## config.mk

```make
export PLATFORM = sky130hd
export DESIGN_NAME = genesis_pad_reader
export DESIGN_NICKNAME = d
export VERILOG_FILES = /design/src/rtl/genesis_pad_pkg.sv /design/src/rtl/genesis_pad_sampler.sv /design/src/rtl/genesis_pad_reader.sv
export SDC_FILE = /design/constraint.sdc
export NUM_CORES = 1
export LEC_CHECK = 0
export ABC_AREA = 1
export CORE_UTILIZATION = 59
export CTS_BUF_LIST = sky130_fd_sc_hd__clkbuf_8 sky130_fd_sc_hd__clkbuf_16
export CTS_CLUSTER_DIAMETER = 200
export DETAILED_ROUTE_END_ITERATION = 8
export DONT_BUFFER_PORTS = 1
export MAX_ROUTING_LAYER = met4
export PLACE_DENSITY = 0.81
export SKIP_CTS_REPAIR_TIMING = 1
export SYNTH_ARGS = -nofsm -noshare
export SYNTH_HDL_FRONTEND = slang
export SYNTH_SLANG_ARGS = --single-unit
```

## constraint.sdc

```tcl
create_clock -name clk -period 6.89 [get_ports clk]
set_input_delay 1.378 -clock clk [delete_from_list [all_inputs] [get_ports clk]]
set_output_delay 1.378 -clock clk [all_outputs]
set_load 0.03 [all_outputs]
```

## src/rtl/genesis_pad_pkg.sv

```systemverilog
// Shared constants and phase encoding for the Genesis pad reader.
// Button and pin bit positions used by the top level and the samplers.
package genesis_pad_pkg;

  localparam int BTN_W = 12;
  localparam int PIN_W = 6;

  localparam int BTN_UP    = 0;
  localparam int BTN_DOWN  = 1;
  localparam int BTN_LEFT  = 2;
  localparam int BTN_RIGHT = 3;
  localparam int BTN_A     = 4;
  localparam int BTN_B     = 5;
  localparam int BTN_C     = 6;
  localparam int BTN_X     = 7;
  localparam int BTN_Y     = 8;
  localparam int BTN_Z     = 9;
  localparam int BTN_START = 10;
  localparam int BTN_MODE  = 11;

  localparam int PIN_UP_Z       = 0;
  localparam int PIN_DOWN_Y     = 1;
  localparam int PIN_LEFT_X     = 2;
  localparam int PIN_RIGHT_MODE = 3;
  localparam int PIN_B_A        = 4;
  localparam int PIN_C_START    = 5;

  typedef enum logic [3:0] {
    IDLE, P0, P1, P2, P3, P4, P5, P6, P7, GAP
  } phase_t;

  function automatic logic sel_level(phase_t s);
    return !(s inside {P1, P3, P5, P7});
  endfunction

endpackage

```

## src/rtl/genesis_pad_sampler.sv

```systemverilog
// Per-port synchroniser, shadow capture, commit masking and
// change detection for one Genesis controller.
module genesis_pad_sampler
  import genesis_pad_pkg::*;
(
  input  logic             clk,
  input  logic             rst,
  input  logic [PIN_W-1:0] pins_n,
  input  phase_t           phase,
  input  logic             sample,
  input  logic             commit,
  output logic [BTN_W-1:0] buttons,
  output logic             present,
  output logic             six,
  output logic             changed
);

  logic [PIN_W-1:0] s1, s2;
  logic [BTN_W-1:0] sh_btn, masked;
  logic             sh_present, sh_six;

  always_comb begin
    masked = sh_btn;
    if (!sh_six) begin
      masked[BTN_X]    = 1'b0;
      masked[BTN_Y]    = 1'b0;
      masked[BTN_Z]    = 1'b0;
      masked[BTN_MODE] = 1'b0;
    end
    if (!sh_present) masked = '0;
  end

  always_ff @(posedge clk) begin
    if (rst) begin
      s1         <= '1;
      s2         <= '1;
      sh_btn     <= '0;
      sh_present <= 1'b0;
      sh_six     <= 1'b0;
      buttons    <= '0;
      present    <= 1'b0;
      six        <= 1'b0;
      changed    <= 1'b0;
    end else begin
      s1      <= pins_n;
      s2      <= s1;
      changed <= 1'b0;
      if (sample) begin
        case (phase)
          P0: begin
            sh_btn[BTN_UP]    <= ~s2[PIN_UP_Z];
            sh_btn[BTN_DOWN]  <= ~s2[PIN_DOWN_Y];
            sh_btn[BTN_LEFT]  <= ~s2[PIN_LEFT_X];
            sh_btn[BTN_RIGHT] <= ~s2[PIN_RIGHT_MODE];
            sh_btn[BTN_B]     <= ~s2[PIN_B_A];
            sh_btn[BTN_C]     <= ~s2[PIN_C_START];
          end
          P1: begin
            sh_btn[BTN_A]     <= ~s2[PIN_B_A];
            sh_btn[BTN_START] <= ~s2[PIN_C_START];
            sh_present <= !s2[PIN_LEFT_X] && !s2[PIN_RIGHT_MODE];
          end
          P5: begin
            sh_six <= !s2[PIN_UP_Z] && !s2[PIN_DOWN_Y] &&
                      !s2[PIN_LEFT_X] && !s2[PIN_RIGHT_MODE];
          end
          P6: begin
            sh_btn[BTN_Z]    <= ~s2[PIN_UP_Z];
            sh_btn[BTN_Y]    <= ~s2[PIN_DOWN_Y];
            sh_btn[BTN_X]    <= ~s2[PIN_LEFT_X];
            sh_btn[BTN_MODE] <= ~s2[PIN_RIGHT_MODE];
          end
          default: ;
        endcase
      end
      if (commit) begin
        buttons <= masked;
        present <= sh_present;
        six     <= sh_six && sh_present;
        changed <= masked != buttons;
      end
    end
  end

endmodule

```

## src/rtl/genesis_pad_reader.sv

```systemverilog
// Multi-port Genesis/Mega Drive pad reader: SELECT sequencer,
// phase timing and frame commit; per-port decode lives in the sampler.
module genesis_pad_reader
  import genesis_pad_pkg::*;
#(
  parameter int NUM_PADS     = 2,
  parameter int PHASE_CYCLES = 1000,
  parameter int GAP_CYCLES   = 100000,
  parameter int AUTO_RUN     = 1
) (
  input  logic                  clk,
  input  logic                  rst,
  input  logic                  start_i,
  input  logic [6*NUM_PADS-1:0] pad_pins_n,
  output logic [NUM_PADS-1:0]   select_o,
  output logic [12*NUM_PADS-1:0] buttons_o,
  output logic [NUM_PADS-1:0]   present_o,
  output logic [NUM_PADS-1:0]   six_btn_o,
  output logic                  frame_valid_o,
  output logic [NUM_PADS-1:0]   changed_o,
  output logic                  busy_o
);

  localparam int MAX_C = (GAP_CYCLES > PHASE_CYCLES) ?
                         GAP_CYCLES : PHASE_CYCLES;
  localparam int CW = $clog2(MAX_C);

  phase_t          state, nxt;
  logic [CW-1:0]   cnt;
  logic            last, sample, commit;

  always_comb begin
    last = 1'b0;
    case (state)
      IDLE:    last = 1'b0;
      GAP:     last = cnt == CW'(GAP_CYCLES - 1);
      default: last = cnt == CW'(PHASE_CYCLES - 1);
    endcase
  end

  always_comb begin
    nxt = state;
    case (state)
      IDLE: if (start_i) nxt = P0;
      GAP:  if (last) nxt = (AUTO_RUN != 0) ? P0 : IDLE;
      P7:   if (last) nxt = GAP;
      default: if (last) nxt = phase_t'(state + 4'd1);
    endcase
  end

  assign sample = last && (state != GAP) && (state != IDLE);
  assign commit = last && (state == P7);
  assign busy_o = state != IDLE;

  // Counter restarts on every state change so each phase is exact.
  always_ff @(posedge clk) begin
    if (rst) begin
      state         <= GAP;
      cnt           <= '0;
      select_o      <= '1;
      frame_valid_o <= 1'b0;
    end else begin
      state         <= nxt;
      frame_valid_o <= commit;
      select_o      <= {NUM_PADS{sel_level(nxt)}};
      if (nxt != state || state == IDLE) cnt <= '0;
      else cnt <= cnt + 1'b1;
    end
  end

  for (genvar p = 0; p < NUM_PADS; p++) begin : g_pad
    genesis_pad_sampler u_smp (
      .clk     (clk),
      .rst     (rst),
      .pins_n  (pad_pins_n[6*p +: 6]),
      .phase   (state),
      .sample  (sample),
      .commit  (commit),
      .buttons (buttons_o[12*p +: 12]),
      .present (present_o[p]),
      .six     (six_btn_o[p]),
      .changed (changed_o[p])
    );
  end

endmodule

```

Yosys cells after proc, flatten, opt, wreduce, memory -nomap -nowiden. Index checks and enable logic that the tools add are counted.

Add/subtract/negate cells: 2. Multipliers: 0. Div/mod/pow operators: 0. $lt $le $gt $ge: 0. Equality and inequality tests: 16. Shift operators: 0. Multiplexer cells: 12. Bitwise logic cells: 13. Reduce and logical (&&, ||, !) cells: 32.

Operator list (count): 12-bit 2-to-1 mux (2); 12-bit != test (2); 17-bit by 1-bit adder with 17-bit output (second input constant) (1); 17-bit by 10-bit equality test with 1-bit output (second input constant) (1); 17-bit equality test (second input constant) (1); 4-bit by 3-bit equality test with 1-bit output (second input constant) (4); 4-bit 2-to-1 mux (4); 1-bit logical AND (13); 1-bit inverter (13); 4-bit equality test (second input constant) (3); 4-bit case mux with 3 select lines (1); 1-bit logical NOT (9); 4-bit by 2-bit equality test with 1-bit output (second input constant) (2); 2-bit AND reduction (4); 4-bit nonzero test (2); 3-bit 2-to-1 mux (2); 4-bit by 1-bit adder with 4-bit output (second input constant) (1); 4-bit by 1-bit equality test with 1-bit output (second input constant) (1); 4-bit logical NOT (1); 4-bit != test (1); 4-bit != test (second input constant) (1); 2-bit OR reduction (2); 1-bit 2-to-1 mux (2); 1-bit case mux with 2 select lines (1); 1-bit logical OR (1).

Bits in registers: 105. Bits in latches: 0. Bits in writable memories: 0. Memory bits (read-only): 0. Input port bits: 15. Output and inout port bits: 34. Logic and storage cells: 101. Memories kept: 0.

Logic depth before layout (Yosys ltp). Gate-level depths: netlist of run 1.

Word-level depth: 7. Depth in mapped cells: 18. Depth with buffers taken out: 17.

Hierarchy. From an unflattened synthesis of run 1, not the netlist that was laid out.

Cell total of the unflattened synthesis: 651. Area total of the unflattened synthesis: 4999.8 um^2.

By module, submodules not included: genesis_pad_sampler (instances 2, cells an instance 221, area an instance 1721.7 um^2); genesis_pad_reader (instances 1, cells an instance 209, area an instance 1556.5 um^2).

Worst setup path after synthesis of run 1. No wires, ideal clock.

Kind: register to register. Start point: register state[0]. End point: register cnt[6]. Data arrival time: 2415 ps. Data required time: 6828 ps. Path slack: 4413 ps. Stages on the path, launching flop included: 17. Period minus slack after synthesis: 2477 ps. Cell sequence: dfxtp_1 inv_1 ha_1 nand2_4 nand3_4 nor2_8 nand2_8 ha_1 inv_1 nand3_1 nand2_1 a21oi_1 nand4_1 nor2_4 nand3_4 buf_8 nor2_2.

Word-level cells in the longest chain between the ends: 7. Elaborated cells between the ends (all ways): 13. Those cells by class: 1 x add/sub; 3 x eq/ne; 6 x mux; 3 x reduce/logical.

RTL lines: start, declared (line genesis_pad_reader.sv:28) `phase_t state, nxt;`; start signal, assigned (line genesis_pad_reader.sv:63) `state <= nxt;`; branches (longest 5 deep; another with 4-bit by 1-bit adder with 4-bit output); 1-bit logical OR (*) (line genesis_pad_reader.sv:66) `if (nxt != state || state == IDLE) cnt <= '0;`; 2-bit OR reduction (no source line) (*); end signal, assigned (line genesis_pad_reader.sv:67) `else cnt <= cnt + 1'b1;`; end, declared (line genesis_pad_reader.sv:29) `logic [CW-1:0] cnt;`.

Every way passes the cells marked *. A chain may end at the register's enable or synchronous reset.

Final worst setup path of run 1.
Start point: register state[1]. End point: register cnt[13].

The elaborated chain is that of the path after synthesis.

==> flow_summary.json, run 1 <==
{
  "pre_cts_ws_ps": 4070,
  "fin_crit_ps": 2880,
  "initial_core_util_pct": 62.6,
  "drt_iter0_markers": 242,
  "required_ps": 7190,
  "tightest_slew_ps": 1030,
  "r2r-end": "cnt[13]",
  "start_kind": "flip-flop",
  "crit_fanout": 17,
  "synth_edf_count": 0,
  "layout_common_cells": "dfxtp_1 (105), nand2_1 (69), inv_1 (60)",
  "die_y_um": 90.6,
  "core_mm2": 0.00741,
  "synthCells": 560,
  "cap_violations": 0,
  "grt_pass1_vias": 3350,
  "total_power_mw": 1.02,
  "syn2layout_area_growth_pct": 3.78,
  "route.detailed.drc": 0,
  "fmax_mhz": 347,
  "finalWorstSetupSlack_ps": 4010,
  "firstDrtPassIters": 5,
  "cts.path.max_buffers": 2,
  "clk_latency_ps": 380,
  "synth-async-reset-ratio_pct": 0,
  "routed_wirelength_mm": 9.23,
  "crit_start": "state[1]",
  "yosysWarnings": 0,
  "place_area_mm2": 0.00461,
  "num_rows": 31,
  "syn_area_per_cell_um2": 8.28,
  "holdPathEnd": "g_pad[1].u_smp.s2[2]",
  "hp-start": "g_pad[1].u_smp.s1[2]",
  "cts-root-buf": "clkbuf_8",
  "arrival_ps": 3180,
  "gp_congestion": 0.979,
  "finalCritPeriodShare_pct": 41.8,
  "layout.cells.most_common": "dfxtp_1",
  "vias_per_cell": 5.51,
  "hpwlAfterDp_mm": 6.59,
  "hold_violations": 0,
  "drv_slew": 0,
  "nets": 565,
  "finalInstanceArea_mm2": 0.00481,
  "detail-route-antenna-nets": 0,
  "crit_type": "reg -> reg",
  "utilization_pct": 64.9,
  "p_leak_nw": 1.93,
  "n_antenna_cell": 0,
  "vias": 3571,
  "grt_max_degree": 51,
  "wire_per_inst_um": 14.3,
  "rr_worst_depth": 17,
  "dieArea_mm2": 0.00821,
  "status": "finished, final reports clean",
  "synth_nets": 581,
  "gr-total-overflow": 0,
  "hold_depth": 1,
  "finalSetupTns_ps": 0,
  "ir_worst_vdd_uv": 144,
  "syn-cell-area_mm2": 0.00463,
  "cp-end-kind": "flip-flop",
  "io_pins": 49,
  "ys_ff_latch": 105,
  "yosysUniqueCellTypes": 37,
  "synth_ff_type": "dfxtp_1",
  "r2r_setup_slack_ps": 4010,
  "drive_above_1_share_pct": 14.8,
  "antenna_found_initial": 0,
  "cts_sinks": 105,
  "regToRegStartpoint": "state[1]",
  "io_buffer_count": 0,
  "max-slew-margin-rel_pct": 31.4,
  "powerDensity_mw_per_mm2": 213,
  "ctsHtreeMaxLevel": 3,
  "hold_path_class": "reg -> reg",
  "die-width_um": 90.6,
  "grt_pass1_wl_mm": 15.7,
  "rsz0062_at_grt": "no",
  "yosysSeqAreaShare_pct": 45.4,
  "cts_buffers": 9,
  "grt.total_usage_pct": 24.4,
  "cts_tree": "done",
  "setup_violations": 0,
  "clk_pin_slew_ps": 100,
  "skew_ps": 17.8
}
[worst max-delay path, stage by stage, from the launching register on]
cell     delay [ps]
dfxtp_1         420
inv_1           130
ha_1            270
inv_1           140
nor2_4           70
nand2_2          70
nand2_4          80
nor2_8          170
nand2_8          90
ha_1            290
inv_1            40
nand3_1         100
nand2_1          80
a21oi_1         120
nand4_1         160
nor2_4          150
nand3_4         230
nor2_1          200
[state kept, by name (all words and copies together) (netlist names)]
signal,count
cnt,17
frame_valid_o,1
g_pad.u_smp.buttons,24
g_pad.u_smp.changed,2
g_pad.u_smp.present,2
g_pad.u_smp.s1,12
g_pad.u_smp.s2,12
g_pad.u_smp.sh_btn,24
g_pad.u_smp.sh_present,2
g_pad.u_smp.sh_six,2
g_pad.u_smp.six,2
select_o,1
state,4
[stage by stage]
| stage | hold WS, ps | std cells |
|---|---|---|
| 2_1_floorplan | 389 | 560 |
| 3_3_place_gp | 396 | 632 |
| 3_5_place_dp | 394 | 632 |
| 4_1_cts | 407 | 648 |
| 5_1_grt | 412 | 648 |
| 6_report | 409 | 648 |
[metal layers]
layer | share of wire, % | global-route usage, %
met5 | 0 | -
met4 | 1.7 | 7.80
met3 | 5.6 | 6.99
met2 | 47 | 38.0
met1 | 46 | 30.6
[area by class of cell]
class / count / area, µm²
inverters: 62 / 238
well taps: 99 / 124
multi-input cells: 365 / 2140
fillers: 657 / 2600
clock buffers: 9 / 124
clock inverters: 7 / 78.8
flip-flops and latches: 105 / 2100
repair buffers: 1 / 7.51
[cell usage after synthesis (2+ instances only)]
library cell | number | share of area [%]
buf_2 | 7 | 0.76
o21ai_0 | 51 | 5.5
nand2_4 | 3 | 0.73
xor2_1 | 23 | 4.3
nand2_2 | 5 | 0.67
inv_1 | 59 | 4.8
nor3_1 | 5 | 0.54
nor2_2 | 12 | 1.6
ha_1 | 6 | 1.6
or2_2 | 25 | 3.4
a21oi_1 | 36 | 3.9
nor2_8 | 2 | 0.86
and2_1 | 2 | 0.27
nand3_1 | 17 | 1.8
o21a_1 | 4 | 0.65
a31oi_1 | 22 | 3.0
a211oi_1 | 5 | 0.81
dfxtp_1 | 105 | 45
nand3_4 | 3 | 1.1
xnor2_1 | 7 | 1.3
nand3_2 | 5 | 1.1
nor2_1 | 42 | 3.4
buf_4 | 7 | 1.1
nor2_4 | 3 | 0.73
clkbuf_1 | 12 | 0.97
nor4_1 | 5 | 0.67
nand2_1 | 69 | 5.6
nand4_1 | 8 | 1.1
inv_4 | 2 | 0.27
[worst max path at each step]
stage	cells past startpoint	end
2_1_floorplan	9	cnt[6]
3_3_place_gp	15	cnt[11]
3_5_place_dp	17	cnt[13]
4_1_cts	17	cnt[13]
5_1_grt	17	cnt[13]
6_report	17	cnt[13]
[where the power goes]
group / internal [mW] / switching (mW)
logic: 0.00827 / 0.00986
clock network: 0.172 / 0.216
registers: 0.615 / 0.00448
total: 0.795 / 0.230
[logic make-up (layout without fill, tap and decap cells)]
family                     after synthesis  count (layout)  share of synthesized area [%]
AOI/OAI and AO/OA                      121             121                           14.4
xor gates and xnor gates                30              30                           5.67
adders and majority gates                6               6                           1.62
buffers and inverters                   90              79                           8.56
DFF                                    105             105                           45.4
and+or+nand+nor                        208             208                           24.4
No activity file was read; power rests on OpenSTA's default activity.
==> run 2, diff against run 1 <==
clock period = 2.66 ns   (was 6.89 ns; I/O delays follow)
==> flow_summary.json, run 2 (same netlist as run 1, synthesis figures left out) <==
{
  "status": "finished, final reports clean",
  "clk_latency_ps": 370,
  "crit_type": "reg -> reg",
  "n_antenna_cell": 0,
  "drv_slew": 0,
  "required_ps": 2960,
  "io_buffer_count": 0,
  "p_sw_uw": 600,
  "routed_wirelength_mm": 9.75,
  "hold_violations": 0,
  "finalSetupTns_ps": 0,
  "setup_violations": 0,
  "crit_fanout": 4,
  "cts_buffers": 9,
  "vias_per_cell": 5.45,
  "layout_common_cells": "dfxtp_1 (102), nand2_1 (69), inv_1 (58)",
  "p_seq_share_pct": 59.7,
  "grt_pass1_vias": 3349,
  "drt_iter0_markers": 262,
  "tightest_slew_ps": 597,
  "finalCritPeriodShare_pct": 94.6,
  "antenna_found_initial": 0,
  "max-slew-margin-rel_pct": 60.1,
  "core_mm2": 0.00741,
  "vias": 3626,
  "hold_slack_ps": 233,
  "cap_violations": 0,
  "cts-root-buf": "clkbuf_8",
  "start_kind": "flip-flop",
  "hpwlAfterDp_mm": 6.74,
  "grt_use_met3_pct": 4.21,
  "busiest_layer": "met2",
  "cts_sinks": 105,
  "ir_worst_vdd_uv": 351,
  "grt_max_degree": 50,
  "ctsHtreeMaxLevel": 3,
  "use_met2_pct": 37.4,
  "met1_usage_pct": 33.6,
  "sw_frac_of_total_pct": 22.3,
  "initial_core_util_pct": 62.6,
  "skew_ps": 12.3,
  "multiInputGateArea_mm2": 0.00218,
  "powerDensity_mw_per_mm2": 540,
  "p_int_mw": 2.09,
  "fillers": 617,
  "clk_pin_slew_ps": 110,
  "num_rows": 31,
  "grt_pass1_wl_mm": 15.9,
  "cp-end-kind": "flip-flop",
  "grt.total_usage_pct": 24.9,
  "largestRegisters": "g_pad.u_smp.buttons x24, g_pad.u_smp.sh_btn x24, cnt x17",
  "gr-total-overflow": 0,
  "route.detailed.drc": 0,
  "nets": 582,
  "fmax_mhz": 397,
  "cts_tree": "done",
  "dieArea_mm2": 0.00821,
  "p_leak_nw": 2.03,
  "wire_per_inst_um": 14.7,
  "drive_above_1_share_pct": 18.6,
  "fin_crit_ps": 2520,
  "cts.path.max_buffers": 2,
  "detail-route-antenna-nets": 0,
  "regArea_mm2": 0.00211,
  "die-width_um": 90.6,
  "arrival_ps": 2820,
  "hold_path_class": "in -> reg",
  "io_pins": 49,
  "die_y_um": 90.6,
  "gp_congestion": 0.872,
  "firstDrtPassIters": 4,
  "syn2layout_area_growth_pct": 7.45,
  "power.share.clock_pct": 38.5,
  "layout.cells.most_common": "dfxtp_1",
  "p_comb_share_pct": 1.9
}
run 2: worst max-delay path, stage by stage, from the launching register on:
cell and delay, ps:
dfxtp_4 390, inv_1 60, ha_1 260, nand2_4 110, nand3_4 80, nor2_8 180, nand2_8 60, ha_1 260
inv_1 30, nand3_1 90, nand2_1 100, a21oi_2 140, nand4_1 160, nor2_4 220, nand3_2 180, nor2_2 120
run 2: final timing paths:
kind,start,end,slack [ps],cells after the start
setup / recovery,state[0],cnt[6],140,15
hold / removal,rst,g_pad[1].u_smp.buttons[11],230,1
setup reg to reg,state[0],cnt[6],140,15
hold reg to reg,g_pad[0].u_smp.s1[2],g_pad[0].u_smp.s2[2],420,1
run 2: stage by stage:
| step | setup WS, ps | area, µm² | cells | power [mW] | utilization (%) |
|---|---|---|---|---|---|
| 2_1_floorplan | 183 | 4630 | 560 | 1.68 | - |
| 3_3_place_gp | 131 | 4680 | 642 | 1.69 | 63.2 |
| 3_5_place_dp | -15.6 | 4680 | 642 | 1.69 | 63.2 |
| 4_1_cts | -34.6 | 4890 | 658 | 2.70 | 66.0 |
| 5_1_grt | -16.0 | 4980 | 665 | 2.77 | 67.2 |
| 6_report | 144 | 4980 | 665 | 2.69 | 67.2 |
run 2: final cells by class:
class | count | area share (%)
Clock buffer | 10 | 2.76
Clock inverter | 6 | 1.46
Inverter | 62 | 4.77
Multi-Input combinational cell | 367 | 43.8
Sequential cell | 105 | 42.3
Tap cell | 99 | 2.49
Timing Repair Buffer | 16 | 2.41
run 2: routing by layer:
layer	routed length (µm)	part of all wire (%)
met1	4700	48
met2	4420	45
met3	501	5.1
met4	133	1.4
met5	0	0
run 2: power groups by stage:
stage | registers (mW) | clock network [mW] | logic, mW
2_1_floorplan | 1.64 | 0 | 0.0481
3_3_place_gp | 1.64 | 0 | 0.0464
3_5_place_dp | 1.64 | 0 | 0.0476
4_1_cts | 1.60 | 1.05 | 0.0477
5_1_grt | 1.61 | 1.11 | 0.0565
6_report | 1.60 | 1.03 | 0.0506
==> run 3, diff against run 2 <==
ABC_AREA = 0   (was 1)
==> flow_summary.json, run 3 <==
{
  "ctsHtreeMaxLevel": 3,
  "cts_sinks": 105,
  "grt_max_degree": 89,
  "hpwlAfterDp_mm": 6.52,
  "setup_violations": 11,
  "place_area_mm2": 0.00486,
  "n_antenna_cell": 0,
  "finalInstanceArea_mm2": 0.00509,
  "synthTopCellsByCount": "dfxtp_1 (105), nor2_1 (102), nand2_1 (40)",
  "syn2layout_area_growth_pct": 8.75,
  "die_y_um": 91.0,
  "cap_violations": 0,
  "tightest_slew_ps": 571,
  "ir_worst_vdd_uv": 448,
  "synthCells": 537,
  "power.share.clock_pct": 34.6,
  "powerDensity_mw_per_mm2": 534,
  "status": "complete, but fails checks",
  "hp-start": "rst",
  "rsz0062_at_grt": "yes",
  "yosysWarnings": 0,
  "syn_area_per_cell_um2": 8.71,
  "vias": 3677,
  "p_leak_nw": 1.77,
  "route.detailed.drc": 0,
  "violations": "setup timing",
  "hold_depth": 1,
  "cts.path.max_buffers": 2,
  "drt_iter0_markers": 210,
  "num_rows": 32,
  "crit_buf_inv": 1,
  "detail-route-antenna-nets": 0,
  "p_comb_share_pct": 5.4,
  "gr-total-overflow": 0,
  "nets": 563,
  "arrival_ps": 3080,
  "slowest_delay_ps": 540,
  "largestRegisters": "g_pad.u_smp.buttons x24, g_pad.u_smp.sh_btn x24, cnt x17",
  "synth_ff_type": "dfxtp_1",
  "finalCritPeriodShare_pct": 105,
  "synth-async-reset-ratio_pct": 0,
  "layout_common_cells": "dfxtp_1 (102), nor2_1 (100), nand2_1 (40)",
  "critPathTopFamily": "compound AO/OA/AOI/OAI gates",
  "wire_per_inst_um": 14.6,
  "sw_frac_of_total_pct": 23.6,
  "synth_top_area_share_pct": 44.9,
  "cp-end-kind": "flip-flop",
  "p_sw_uw": 641,
  "crit_type": "reg -> reg",
  "io_buffer_count": 0,
  "drive_above_1_share_pct": 18.8,
  "hold_violations": 0,
  "ys_ff_latch": 105,
  "vias_per_cell": 5.67,
  "rr_worst_depth": 10,
  "worstPathCellList": "or4b_4 -> nor4b_4 -> o21a_4 -> inv_4 -> ha_4 -> mux2_4 -> a21oi_2 -> o2111ai_2 -> a311o_2 -> nor2_1",
  "r2r_setup_slack_ps": -120,
  "skew_ps": 12.0,
  "p_int_mw": 2.07,
  "grt_pass1_vias": 3438,
  "start_kind": "flip-flop",
  "yosys-top-cells-area": "dfxtp_1 (45%), nor2_1 (8.2%), a21oi_1 (3.4%), nand2_1 (3.2%), or2_2 (3.2%)",
  "regToRegStartpoint": "cnt[14]",
  "yosysUniqueCellTypes": 57,
  "core_mm2": 0.00769,
  "finalWorstSetupSlack_ps": -125,
  "pre_cts_ws_ps": -170,
  "grt_pass1_wl_mm": 15.9,
  "r2r-end": "cnt[8]",
  "routed_wirelength_mm": 9.45,
  "gp_congestion": 0.883,
  "die-width_um": 91.0,
  "max-slew-margin-rel_pct": 61.9,
  "synth_nets": 558,
  "holdPathEnd": "g_pad[1].u_smp.sh_btn[3]",
  "fmax_mhz": 359,
  "firstDrtPassIters": 7,
  "synth_edf_count": 0,
  "yosys.area.top_type": "dfxtp_1",
  "dieArea_mm2": 0.00829,
  "crit_fanout": 6,
  "cp_slowest_cell": "or4b_4",
  "fin_crit_ps": 2780,
  "synth_most_common_cell": "dfxtp_1",
  "clk_pin_slew_ps": 100,
  "p_seq_share_pct": 60.0,
  "io_pins": 49,
  "antenna_found_initial": 0,
  "initial_core_util_pct": 60.8,
  "syn-cell-area_mm2": 0.00468,
  "cts-root-buf": "clkbuf_8",
  "clk_latency_ps": 360,
  "required_ps": 2960,
  "cts_buffers": 9,
  "drv_slew": 0,
  "grt.total_usage_pct": 24.1,
  "hold_path_class": "in -> reg",
  "layout.cells.most_common": "dfxtp_1",
  "yosysSeqAreaShare_pct": 44.9,
  "cts_tree": "done"
}
run 3: per-layer routing:
metal  part of all wire, %  global-route usage, %  routed length [µm]  vias to the layer above
li1                      -                      -                   -                     1871
met1                    47                   30.5                4460                     1709
met2                    47                   37.8                4410                       84
met3                   4.5                   4.61                 426                       13
met4                   1.7                   9.66                 159                        0
met5                     0                      -                   0                        -
run 3: how the worst max path moves through the flow:
stage / start / end / slack, ps / depth (start not counted)
after floorplan: cnt[14] / cnt[5] / -210 / 11
after global placement: cnt[14] / cnt[10] / -90 / 10
after detailed placement: cnt[14] / cnt[7] / -170 / 10
after CTS: cnt[14] / cnt[0] / -190 / 10
after global routing: cnt[14] / cnt[8] / -240 / 10
final: cnt[14] / cnt[8] / -120 / 10
run 3: kinds of logic after synthesis:
group	share of synthesized area [%]
mux	1.52
buf+inv	5.59
flops	44.9
simple gates	24.5
fa+ha+maj	1.61
compound gates	17.4
xor+xnor	4.49
run 3: layout make-up:
type | instances | area [µm²]
fill | 664 | 2600
multi-input combinational | 386 | 2380
clock inverter | 5 | 36.3
inverter | 9 | 36.3
tap | 102 | 128
sequential | 105 | 2110
clock buffer | 11 | 151
timing repair buffer | 31 | 245
run 3: metrics by stage:
| stage | TNS, ps | power (mW) | cells | hold WS (ps) | util, % |
|---|---|---|---|---|---|
| 2_1_floorplan | -2210 | 1.78 | 537 | 389 | - |
| 3_3_place_gp | -930 | 1.80 | 630 | 397 | 63.3 |
| 3_5_place_dp | -1640 | 1.81 | 630 | 395 | 63.3 |
| 4_1_cts | -1940 | 2.72 | 646 | 223 | 65.7 |
| 5_1_grt | -2180 | 2.82 | 649 | 227 | 66.2 |
| 6_report | -1080 | 2.72 | 649 | 253 | 66.2 |
run 3: power by group through the flow:
stage	Combinational, mW	Sequential [mW]	Clock [mW]
5_1_grt	0.165	1.63	1.02
6_report	0.147	1.63	0.939
4_1_cts	0.141	1.63	0.952
3_3_place_gp	0.135	1.67	0
2_1_floorplan	0.126	1.66	0
3_5_place_dp	0.140	1.67	0
